--- src/rtl/pipeline_stall_scheduler_if.sv ---
// ---------------------------------------------------------------------------
// pipeline_stall_scheduler_if
// Bundles the hazard/event inputs and the pipeline control outputs of the
// stall/flush sequencer.
//   master : scheduler side (receives hazard flags, drives enables/flushes)
//   slave  : pipeline side (drives hazard flags, receives enables/flushes)
// Signals:
//   load_use_hz, pop_jmp_hz, branch_taken, mem_busy, int_req : events
//   pc_en, if_id_en, id_ex_en          : register enables
//   if_id_flush, id_ex_flush           : NOP loads
//   bubble_sel                         : decode zero-control mux select
//   int_ack                            : 1-cycle pulse on INT entry
//   int_phase [1:0], state_o [1:0]     : sequencer status
//   stall_cnt [CNT_W-1:0]              : stall performance counter
// ---------------------------------------------------------------------------
interface pipeline_stall_scheduler_if #(
  parameter int CNT_W = 16
);
  logic             load_use_hz;
  logic             pop_jmp_hz;
  logic             branch_taken;
  logic             mem_busy;
  logic             int_req;
  logic             pc_en;
  logic             if_id_en;
  logic             id_ex_en;
  logic             if_id_flush;
  logic             id_ex_flush;
  logic             bubble_sel;
  logic             int_ack;
  logic [1:0]       int_phase;
  logic [1:0]       state_o;
  logic [CNT_W-1:0] stall_cnt;

  modport master (
    input  load_use_hz, pop_jmp_hz, branch_taken, mem_busy, int_req,
    output pc_en, if_id_en, id_ex_en, if_id_flush, id_ex_flush, bubble_sel,
           int_ack, int_phase, state_o, stall_cnt
  );

  modport slave (
    output load_use_hz, pop_jmp_hz, branch_taken, mem_busy, int_req,
    input  pc_en, if_id_en, id_ex_en, if_id_flush, id_ex_flush, bubble_sel,
           int_ack, int_phase, state_o, stall_cnt
  );
endinterface

--- src/rtl/pipeline_stall_scheduler.sv ---
// ---------------------------------------------------------------------------
// pipeline_stall_scheduler
// Central stall/flush sequencer for a 5-stage pipeline. Resolves the per-cycle
// event priority (mem_busy > branch_taken > pop_jmp_hz > load_use_hz >
// int_req), drives PC / IF-ID / ID-EX enables, flushes and the bubble mux
// select, and runs a RUN/STALL/INT FSM for multi-cycle pop->JMP stalls and
// the interrupt-entry sequence.
// Ports:
//   clk   : clock, rising edge
//   rst_n : synchronous reset, active low (control outputs forced safe while low)
//   bus   : pipeline_stall_scheduler_if.master (events in, controls/status out)
// Parameters:
//   POP_STALL_CYCLES : total stall cycles for a pop->JMP hazard (>=1)
//   INT_SEQ_LEN      : interrupt-entry steps (1..4)
//   CNT_W            : stall counter width
// Build option:
//   STALL_PERF_CNT_EN : when defined, stall_cnt counts cycles with pc_en==0
//                       (saturating); otherwise stall_cnt is tied to 0.
// ---------------------------------------------------------------------------
module pipeline_stall_scheduler #(
  parameter int POP_STALL_CYCLES = 2,
  parameter int INT_SEQ_LEN      = 3,
  parameter int CNT_W            = 16
) (
  input  logic                        clk,
  input  logic                        rst_n,
  pipeline_stall_scheduler_if.master  bus
);

  // int_phase is a fixed 2-bit port, so the sequence cannot exceed 4 steps.
  generate
    if (INT_SEQ_LEN < 1 || INT_SEQ_LEN > 4) begin : g_bad_int_len
      $error("INT_SEQ_LEN must be in 1..4");
    end
    if (POP_STALL_CYCLES < 1) begin : g_bad_pop_len
      $error("POP_STALL_CYCLES must be >= 1");
    end
  endgenerate

  typedef enum logic [1:0] {
    ST_RUN   = 2'd0,
    ST_STALL = 2'd1,
    ST_INT   = 2'd2
  } state_t;

  localparam int REM_W = (POP_STALL_CYCLES > 2) ? $clog2(POP_STALL_CYCLES) : 1;
  // RUN cycle that sees the hazard is the first stall cycle; STALL covers the rest.
  localparam logic [REM_W-1:0] REM_INIT =
    (POP_STALL_CYCLES > 1) ? REM_W'(POP_STALL_CYCLES - 2) : '0;
  localparam logic [1:0] PHASE_LAST = 2'(INT_SEQ_LEN - 1);

  state_t           r_state,  w_next_state;
  logic [REM_W-1:0] r_rem,    w_next_rem;
  logic [1:0]       r_phase,  w_next_phase;
  logic             r_int_ack;
  logic             w_int_take;

  logic w_pc_en, w_if_id_en, w_id_ex_en;
  logic w_if_id_flush, w_id_ex_flush, w_bubble_sel;

  // -------------------------------------------------------------------------
  // State register
  // -------------------------------------------------------------------------
  always_ff @(posedge clk) begin
    if (!rst_n) begin
      r_state   <= ST_RUN;
      r_rem     <= '0;
      r_phase   <= '0;
      r_int_ack <= 1'b0;
    end else begin
      r_state   <= w_next_state;
      r_rem     <= w_next_rem;
      r_phase   <= w_next_phase;
      r_int_ack <= w_int_take;
    end
  end

  // -------------------------------------------------------------------------
  // Next state and control outputs
  // -------------------------------------------------------------------------
  always_comb begin
    w_next_state  = r_state;
    w_next_rem    = r_rem;
    w_next_phase  = r_phase;
    w_int_take    = 1'b0;
    w_pc_en       = 1'b1;
    w_if_id_en    = 1'b1;
    w_id_ex_en    = 1'b1;
    w_if_id_flush = 1'b0;
    w_id_ex_flush = 1'b0;
    w_bubble_sel  = 1'b0;

    if (!rst_n) begin
      // Safe pipeline while reset is held: nothing advances, NOPs everywhere.
      w_pc_en       = 1'b0;
      w_if_id_en    = 1'b0;
      w_id_ex_en    = 1'b0;
      w_if_id_flush = 1'b1;
      w_id_ex_flush = 1'b1;
      w_bubble_sel  = 1'b1;
    end else if (bus.mem_busy) begin
      // Full freeze: sequencer state holds via the defaults above.
      w_pc_en    = 1'b0;
      w_if_id_en = 1'b0;
      w_id_ex_en = 1'b0;
    end else begin
      unique case (r_state)
        ST_RUN: begin
          if (bus.branch_taken) begin
            w_if_id_flush = 1'b1;
            w_id_ex_flush = 1'b1;
          end else if (bus.pop_jmp_hz) begin
            w_pc_en       = 1'b0;
            w_if_id_en    = 1'b0;
            w_id_ex_flush = 1'b1;
            w_bubble_sel  = 1'b1;
            if (POP_STALL_CYCLES > 1) begin
              w_next_state = ST_STALL;
              w_next_rem   = REM_INIT;
            end
          end else if (bus.load_use_hz) begin
            w_pc_en       = 1'b0;
            w_if_id_en    = 1'b0;
            w_id_ex_flush = 1'b1;
            w_bubble_sel  = 1'b1;
          end else if (bus.int_req) begin
            w_next_state = ST_INT;
            w_next_phase = 2'd0;
            w_int_take   = 1'b1;
          end
        end

        ST_STALL: begin
          if (bus.branch_taken) begin
            // Redirect makes the held JMP moot; flush and resume.
            w_if_id_flush = 1'b1;
            w_id_ex_flush = 1'b1;
            w_next_state  = ST_RUN;
            w_next_rem    = '0;
          end else begin
            w_pc_en       = 1'b0;
            w_if_id_en    = 1'b0;
            w_id_ex_flush = 1'b1;
            w_bubble_sel  = 1'b1;
            if (r_rem == '0) w_next_state = ST_RUN;
            else             w_next_rem   = r_rem - 1'b1;
          end
        end

        ST_INT: begin
          // ID/EX keeps moving so the push/vector micro-ops issue.
          w_pc_en       = 1'b0;
          w_if_id_en    = 1'b0;
          w_if_id_flush = 1'b1;
          if (r_phase == PHASE_LAST) begin
            w_next_state = ST_RUN;
            w_next_phase = 2'd0;
          end else begin
            w_next_phase = r_phase + 2'd1;
          end
        end

        default: begin
          w_next_state = ST_RUN;
          w_next_rem   = '0;
          w_next_phase = 2'd0;
        end
      endcase
    end
  end

  // -------------------------------------------------------------------------
  // Stall performance counter (counts every pc_en==0 cycle out of reset,
  // including memory freezes)
  // -------------------------------------------------------------------------
`ifdef STALL_PERF_CNT_EN
  logic [CNT_W-1:0] r_stall_cnt;
  always_ff @(posedge clk) begin
    if (!rst_n)                              r_stall_cnt <= '0;
    else if (!w_pc_en && r_stall_cnt != '1)  r_stall_cnt <= r_stall_cnt + 1'b1;
  end
  assign bus.stall_cnt = r_stall_cnt;
`else
  assign bus.stall_cnt = '0;
`endif

  assign bus.pc_en       = w_pc_en;
  assign bus.if_id_en    = w_if_id_en;
  assign bus.id_ex_en    = w_id_ex_en;
  assign bus.if_id_flush = w_if_id_flush;
  assign bus.id_ex_flush = w_id_ex_flush;
  assign bus.bubble_sel  = w_bubble_sel;
  assign bus.int_ack     = r_int_ack;
  assign bus.int_phase   = r_phase;
  assign bus.state_o     = r_state;

endmodule

--- src/flat_wrapper.sv ---
// flat-port wrapper written by rule: the top's interface ports become plain ports
module pipeline_stall_scheduler_flat 
#(
  parameter int POP_STALL_CYCLES = 2,
  parameter int INT_SEQ_LEN      = 3,
  parameter int CNT_W            = 16
)
  (clk, rst_n, bus_load_use_hz, bus_pop_jmp_hz, bus_branch_taken, bus_mem_busy, bus_int_req, bus_pc_en, bus_if_id_en, bus_id_ex_en, bus_if_id_flush, bus_id_ex_flush, bus_bubble_sel, bus_int_ack, bus_int_phase, bus_state_o, bus_stall_cnt);
  pipeline_stall_scheduler_if #(.CNT_W(CNT_W)) bus_i ();
  input  logic clk;
  input  logic rst_n;
  input wire logic [$bits(bus_i.load_use_hz)-1:0] bus_load_use_hz;
  input wire logic [$bits(bus_i.pop_jmp_hz)-1:0] bus_pop_jmp_hz;
  input wire logic [$bits(bus_i.branch_taken)-1:0] bus_branch_taken;
  input wire logic [$bits(bus_i.mem_busy)-1:0] bus_mem_busy;
  input wire logic [$bits(bus_i.int_req)-1:0] bus_int_req;
  output wire logic [$bits(bus_i.pc_en)-1:0] bus_pc_en;
  output wire logic [$bits(bus_i.if_id_en)-1:0] bus_if_id_en;
  output wire logic [$bits(bus_i.id_ex_en)-1:0] bus_id_ex_en;
  output wire logic [$bits(bus_i.if_id_flush)-1:0] bus_if_id_flush;
  output wire logic [$bits(bus_i.id_ex_flush)-1:0] bus_id_ex_flush;
  output wire logic [$bits(bus_i.bubble_sel)-1:0] bus_bubble_sel;
  output wire logic [$bits(bus_i.int_ack)-1:0] bus_int_ack;
  output wire logic [$bits(bus_i.int_phase)-1:0] bus_int_phase;
  output wire logic [$bits(bus_i.state_o)-1:0] bus_state_o;
  output wire logic [$bits(bus_i.stall_cnt)-1:0] bus_stall_cnt;
  assign bus_i.load_use_hz = bus_load_use_hz;
  assign bus_i.pop_jmp_hz = bus_pop_jmp_hz;
  assign bus_i.branch_taken = bus_branch_taken;
  assign bus_i.mem_busy = bus_mem_busy;
  assign bus_i.int_req = bus_int_req;
  assign bus_pc_en = bus_i.pc_en;
  assign bus_if_id_en = bus_i.if_id_en;
  assign bus_id_ex_en = bus_i.id_ex_en;
  assign bus_if_id_flush = bus_i.if_id_flush;
  assign bus_id_ex_flush = bus_i.id_ex_flush;
  assign bus_bubble_sel = bus_i.bubble_sel;
  assign bus_int_ack = bus_i.int_ack;
  assign bus_int_phase = bus_i.int_phase;
  assign bus_state_o = bus_i.state_o;
  assign bus_stall_cnt = bus_i.stall_cnt;
  pipeline_stall_scheduler #(.POP_STALL_CYCLES(POP_STALL_CYCLES), .INT_SEQ_LEN(INT_SEQ_LEN), .CNT_W(CNT_W)) u_core (.clk(clk), .rst_n(rst_n), .bus(bus_i));
endmodule
--- config.mk ---
export PLATFORM = sky130hd
export DESIGN_NAME = pipeline_stall_scheduler_flat
export DESIGN_NICKNAME = d
export VERILOG_FILES = /design/src/rtl/pipeline_stall_scheduler_if.sv /design/src/rtl/pipeline_stall_scheduler.sv /design/src/flat_wrapper.sv
export SDC_FILE = /design/constraint.sdc
export NUM_CORES = 1
export LEC_CHECK = 0
export CAP_MARGIN = 0
export CORE_MARGIN = 3
export CORE_UTILIZATION = 34
export DETAILED_ROUTE_END_ITERATION = 12
export PLACE_DENSITY_LB_ADDON = 0.05
export SYNTH_ARGS = -nofsm -noshare
export SYNTH_HDL_FRONTEND = slang
export SYNTH_SLANG_ARGS = --single-unit
--- constraint.sdc ---
create_clock -name clk -period 3.6 [get_ports clk]
set_input_delay 0.72 -clock clk [delete_from_list [all_inputs] [get_ports clk]]
set_output_delay 0.72 -clock clk [all_outputs]
set_load 0.005 [all_outputs]
==> results of run 1 <==
-- power by group through the flow --
stage                     registers (uW)  clock network (uW)  logic (uW)
after floorplan                     59.1                   0        30.1
after global placement              59.3                   0        36.3
after detailed placement            59.2                   0        36.0
after CTS                           58.3                66.0        36.2
after global routing                58.4                72.2        40.2
final                               58.3                62.2        36.0
-- cells in the final DEF, fill, tap and decap left out, types with 2 or more instances in the layout --
master,synthesis,layout
nor3_1,2,2
clkbuf_4,0,3
dfxtp_1,5,5
nor2_1,6,6
clkdlybuf4s50_1,0,17
o21ai_0,3,3
inv_1,3,3
o21ai_1,2,2
conb_1,1,16
nand2_1,4,4
-- flip-flops by register name (all words and copies together) (netlist names) --
| name | flops |
|---|---|
| u_core.bus.int_ack | 1 |
| u_core.bus.int_phase | 2 |
| u_core.bus.state_o | 2 |
-- metal layers --
layer	up-vias	track usage
met5	-	0
met4	0	0.0559
met3	2	0.0515
met2	21	0.145
met1	162	0.131
li1	195	-
-- cell families (layout without fill, tap and decap cells) --
| logic type | after synthesis | after routing | synth area share |
|---|---|---|---|
| other cells | 1 | 16 | 0.00849 |
| compound gates | 12 | 12 | 0.190 |
| buf+inv | 21 | 24 | 0.331 |
| simple gates | 19 | 19 | 0.244 |
| flops | 5 | 5 | 0.227 |
-- worst max-delay path, cell delays in order --
cell	delay, ns
clkdlybuf4s50_1	0.56
nand2b_1	0.26
a211oi_1	0.25
clkdlybuf4s50_1	0.55
-- worst max-delay path by stage --
| stage | end | slack (ns) |
|---|---|---|
| 4_1_cts | bus_pc_en | 0.52 |
| 2_1_floorplan | bus_pc_en | 1.41 |
| 5_1_grt | bus_if_id_en | 0.45 |
| 3_3_place_gp | bus_id_ex_flush | 0.57 |
| 6_report | bus_pc_en | 0.54 |
| 3_5_place_dp | bus_pc_en | 0.51 |
-- per-stage QoR --
step           power, uW  setup slack [ns]  std cells
3_3_place_gp        95.7             0.572         86
5_1_grt              171             0.454         90
4_1_cts              160             0.515         90
3_5_place_dp        95.3             0.513         86
2_1_floorplan       89.2              1.41         73
6_report             156             0.541         90
-- area by class of cell --
cell class              count  area share
multi-input cells          47       0.436
repair buffers             17       0.295
flip-flops and latches      5       0.174
clock buffers               4      0.0456
well taps                  14      0.0304
inverters                   3      0.0195
==> results.py, run 1 <==
metrics = {
    "run_status": {
        "run_status": "finished clean",
    },
    "power": {
        "combPwrFrac": 0.230,
        "p_per_area_nw_per_um2": 271,
        "p_leak_uw": 0.000238,
        "internal_power_uw": 117,
        "clockPowerShare": 0.397,
        "sequentialPowerShare": 0.372,
        "worst_ir_drop_vdd_v": 0.000147,
        "p_sw_uw": 39.4,
        "switching_share": 0.252,
    },
    "floorplan": {
        "die-height_um": 42.0,
        "io_pins": 34,
        "start_util": 0.382,
        "std_cell_rows": 12,
        "die-area_um2": 1770,
        "core_um2": 1160,
        "die_width_um": 42.0,
    },
    "final_layout": {
        "stdcell_area_um2": 577,
        "flow.area_growth_from_synthesis_pct": 30.6,
        "multi_input_comb_area_um2": 251,
        "fillers": 124,
        "final_nets": 84,
        "drive_above_1_share": 0.118,
        "register_area_um2": 100,
        "utilization": 0.499,
        "n_antenna_cell": 0,
    },
    "cts": {
        "cts_tree": "yes",
        "post-cts-setup-buffers": 0,
        "cts_hold_buf": 0,
        "cts_resized": 0,
        "cts_max_path_buffers": 2,
        "cts_max_level": 1,
        "numCtsBuffers": 3,
        "cts_root_buf": "clkbuf_4",
        "cts.clk_slew.worst_paths_ns": 0.04,
        "numClockSinks": 5,
        "clock_latency_ns": 0.23,
    },
    "setup_path": {
        "crit_fanout": 9,
        "crit_start": "bus_mem_busy",
        "r2r_end": "u_core.bus.int_phase[1]$_SDFFE_PN0P_",
        "reg2reg_depth": 4,
        "r2r_setup_slack_ns": 2.45,
        "critPathLaunchType": "input pin",
        "critical_path_required_ns": 2.88,
        "crit_arrival_ns": 2.34,
        "r2r-start": "u_core.bus.state_o[0]$_SDFFE_PN0P_",
        "critical_path_class": "input pin to primary output",
        "worstSetupEndpointType": "primary output",
    },
    "routing": {
        "vias": 380,
        "met1_length_um": 383,
        "initialDrtViolationCount": 2,
        "vias_per_cell": 4.22,
        "drt-total-wl_um": 847,
        "drt-pass1-iter-count": 2,
        "drc": 0,
        "wl_per_cell_um": 9.41,
        "wl_met3_um": 100,
        "antenna_left": 0,
        "met2_length_um": 356,
        "highest_layer": "met4",
    },
    "synth": {
        "synth-main-ff-cell": "dfxtp_1",
        "synth.most_common_cell": "buf_4",
        "synthTopCellsByCount": "18 x buf_4, 6 x nor2_1, 5 x dfxtp_1",
        "synthDistinctLibCells": 23,
        "synth_area_um2": 442,
        "ys_seq_elements": 5,
        "synthArstFlopShare": 0,
        "yosysTopAreaCellShare": 0.306,
        "avgSynthCellArea_um2": 7.62,
        "synthTopCellsByArea": "buf_4 31%, dfxtp_1 23%, nor2_1 5.1%",
        "seq_area_frac_synth": 0.227,
        "syn_inst": 58,
        "synth_top_area_cell": "buf_4",
        "ys.warnings.count": 0,
        "synth_edf_count": 0,
    },
    "global_route": {
        "antenna_found_initial": 0,
        "grt.total_usage": 0.105,
        "grt_pass1_vias": 314,
        "grt_max_degree": 10,
        "grt-ovfl-total": 0,
        "grt_pass1_wl_um": 1410,
    },
    "sta": {
        "post-route-period-util": 0.850,
        "rsz0062_at_grt": "no",
        "fin_setup_tns_ns": 0,
        "hold_viol": 0,
        "setup_violations": 0,
        "achievable-frequency_mhz": 327,
        "finalCriticalPeriod_ns": 3.06,
        "hold_slack_ns": 0.493,
        "drv_slew": 0,
        "fin_skew_ns": 0.000310,
    },
    "hold_path": {
        "whs_endpoint": "u_core.bus.int_phase[0]$_SDFFE_PN0P_",
        "hold_path_startpoint": "u_core.bus.int_phase[0]$_SDFFE_PN0P_",
        "hold_depth": 1,
        "hold_class": "register to register",
    },
    "place": {
        "hpwl_um": 682,
        "dpl-instance-area_um2": 551,
        "place_congestion": 0.723,
        "io_buffers": 17,
    },
    "job": {
        "drv_cap": 0,
    },
}
Note: power is estimated with default switching activity, not from simulation.
==> run 2: changes to the inputs <==
Settings changed: CORE_UTILIZATION 34 to 32.
Clock period 3.6 ns to 2.9 ns, I/O delays scaled along.
==> run 2 against run 1 <==
  * Combinational power increased by 30%
  * Clock power is 27% higher
  * Sequential share of layout area down 0.44 points
  * Hold slack better by 0.0018 ns
  * Die area increased by 5.4%
  * Non-clock buffer count rose by 2
  * Core utilization fell by 0.62 points
  * Sequential power grew 24%
  * Global-route usage decreased by 0.51 points
  * Wire length grew 3.4%
==> results.py, run 2 (synthesis results as in run 1) <==
metrics = {
    "run_status": {
        "run_status": "finished clean",
    },
    "floorplan": {
        "die-height_um": 43.2,
        "start_util": 0.368,
        "io_pins": 34,
        "die_width_um": 43.2,
        "die-area_um2": 1860,
        "core_um2": 1200,
        "std_cell_rows": 12,
    },
    "place": {
        "place_ws_ns": 0.171,
        "place_congestion": 0.734,
        "io_buffers": 17,
        "place_inst": 88,
        "dpl-instance-area_um2": 566,
        "hpwl_um": 732,
    },
    "routing": {
        "vias": 386,
        "drt-pass1-iter-count": 1,
        "drc": 0,
        "initialDrtViolationCount": 0,
        "drt-total-wl_um": 876,
        "vias_per_cell": 4.20,
        "wl_per_cell_um": 9.52,
        "antenna_left": 0,
    },
    "cts": {
        "cts_hold_buf": 0,
        "cts.clk_slew.worst_paths_ns": 0.04,
        "cts_tree": "yes",
        "cts_resized": 0,
        "post-cts-setup-buffers": 0,
        "cts_root_buf": "clkbuf_4",
        "clock_latency_ns": 0.24,
        "numClockSinks": 5,
        "cts_max_level": 1,
        "numCtsBuffers": 3,
        "cts_max_path_buffers": 2,
    },
    "job": {
        "drv_cap": 0,
    },
    "sta": {
        "hold_viol": 0,
        "setup_violations": 0,
        "fin_ws_ns": 0.185,
        "rsz0062_at_grt": "no",
        "post-route-period-util": 0.936,
        "fin_setup_tns_ns": 0,
        "finalCriticalPeriod_ns": 2.72,
        "achievable-frequency_mhz": 368,
        "drv_slew": 0,
        "fin_skew_ns": 0.000308,
    },
    "setup_path": {
        "critical_path_class": "input pin to primary output",
        "worstSetupEndpointType": "primary output",
        "critical_path_required_ns": 2.32,
        "crit_arrival_ns": 2.14,
        "critPathLaunchType": "input pin",
        "crit_fanout": 4,
    },
    "final_layout": {
        "fillers": 126,
        "drive_above_1_share": 0.141,
        "flow.area_growth_from_synthesis_pct": 34.0,
        "final_cell_mix": "17 x clkdlybuf4s50_1, 16 x conb_1, 6 x nor2_1, 5 x dfxtp_1, 4 x nand2_1",
        "finalNonFillerCells": 92,
        "final_nets": 86,
        "utilization": 0.493,
        "stdcell_area_um2": 592,
        "n_antenna_cell": 0,
        "layout_commonest_cell": "clkdlybuf4s50_1",
        "multi_input_comb_area_um2": 251,
        "register_area_um2": 100,
    },
    "global_route": {
        "grt.total_usage": 0.0997,
        "antenna_found_initial": 0,
        "grt-ovfl-total": 0,
        "grt_max_degree": 9,
        "grt_pass1_wl_um": 1400,
        "grt_pass1_vias": 321,
    },
    "power": {
        "sequentialPowerShare": 0.365,
        "clockPowerShare": 0.398,
        "p_per_area_nw_per_um2": 335,
        "p_leak_uw": 0.000247,
        "p_sw_uw": 50.8,
        "switching_share": 0.257,
        "worst_ir_drop_vdd_v": 0.000177,
        "combPwrFrac": 0.237,
        "internal_power_uw": 147,
    },
    "hold_path": {
        "hold_class": "register to register",
    },
}
-- run 2: layout make-up --
class	instances	area share
timing repair buffer	19	0.313
clock buffer	4	0.0444
tap	14	0.0296
sequential	5	0.169
multi-input combinational	47	0.425
inverter	3	0.0190
-- run 2: critical path, stage by stage --
cell and delay, ns:
clkdlybuf4s50_1 0.44, nor3_1 0.14, nor2_1 0.11, a211oi_1 0.31
clkdlybuf4s50_1 0.55
-- run 2: power by group through the flow --
stage / clock network, uW / registers (uW) / logic [uW]
after floorplan: 0 / 73.4 / 37.4
after global placement: 0 / 73.6 / 47.2
after detailed placement: 0 / 73.6 / 46.8
after CTS: 84.2 / 72.4 / 47.0
after global routing: 84.4 / 72.6 / 53.1
final: 78.7 / 72.4 / 46.9
-- run 2: layer usage --
| metal | vias to the layer above | track usage | share of wire |
|---|---|---|---|
| met4 | 0 | 0.0904 | 0.0068 |
| li1 | 200 | - | - |
| met1 | 162 | 0.122 | 0.44 |
| met3 | 2 | 0.0254 | 0.12 |
| met2 | 22 | 0.139 | 0.43 |
| met5 | - | 0 | 0 |
-- run 2: through the flow --
step                hold slack, ns  total power, uW
floorplan                    0.475              111
global placement             0.487              121
detailed placement           0.483              120
CTS                          0.496              204
global route                 0.515              210
finish                       0.495              198
-- run 2: path summary, 6_finish.rpt --
| kind | slack (ns) | endpoint | start | cells past startpoint |
|---|---|---|---|---|
| setup / recovery | 0.18 | bus_if_id_en | bus_pop_jmp_hz | 5 |
| setup reg to reg | 1.74 | u_core.bus.int_phase[1]$_SDFFE_PN0P_ | u_core.bus.state_o[0]$_SDFFE_PN0P_ | 4 |
| hold reg to reg | 0.49 | u_core.bus.int_phase[0]$_SDFFE_PN0P_ | u_core.bus.int_phase[0]$_SDFFE_PN0P_ | 1 |
| hold / removal | 0.49 | u_core.bus.int_phase[0]$_SDFFE_PN0P_ | u_core.bus.int_phase[0]$_SDFFE_PN0P_ | 1 |
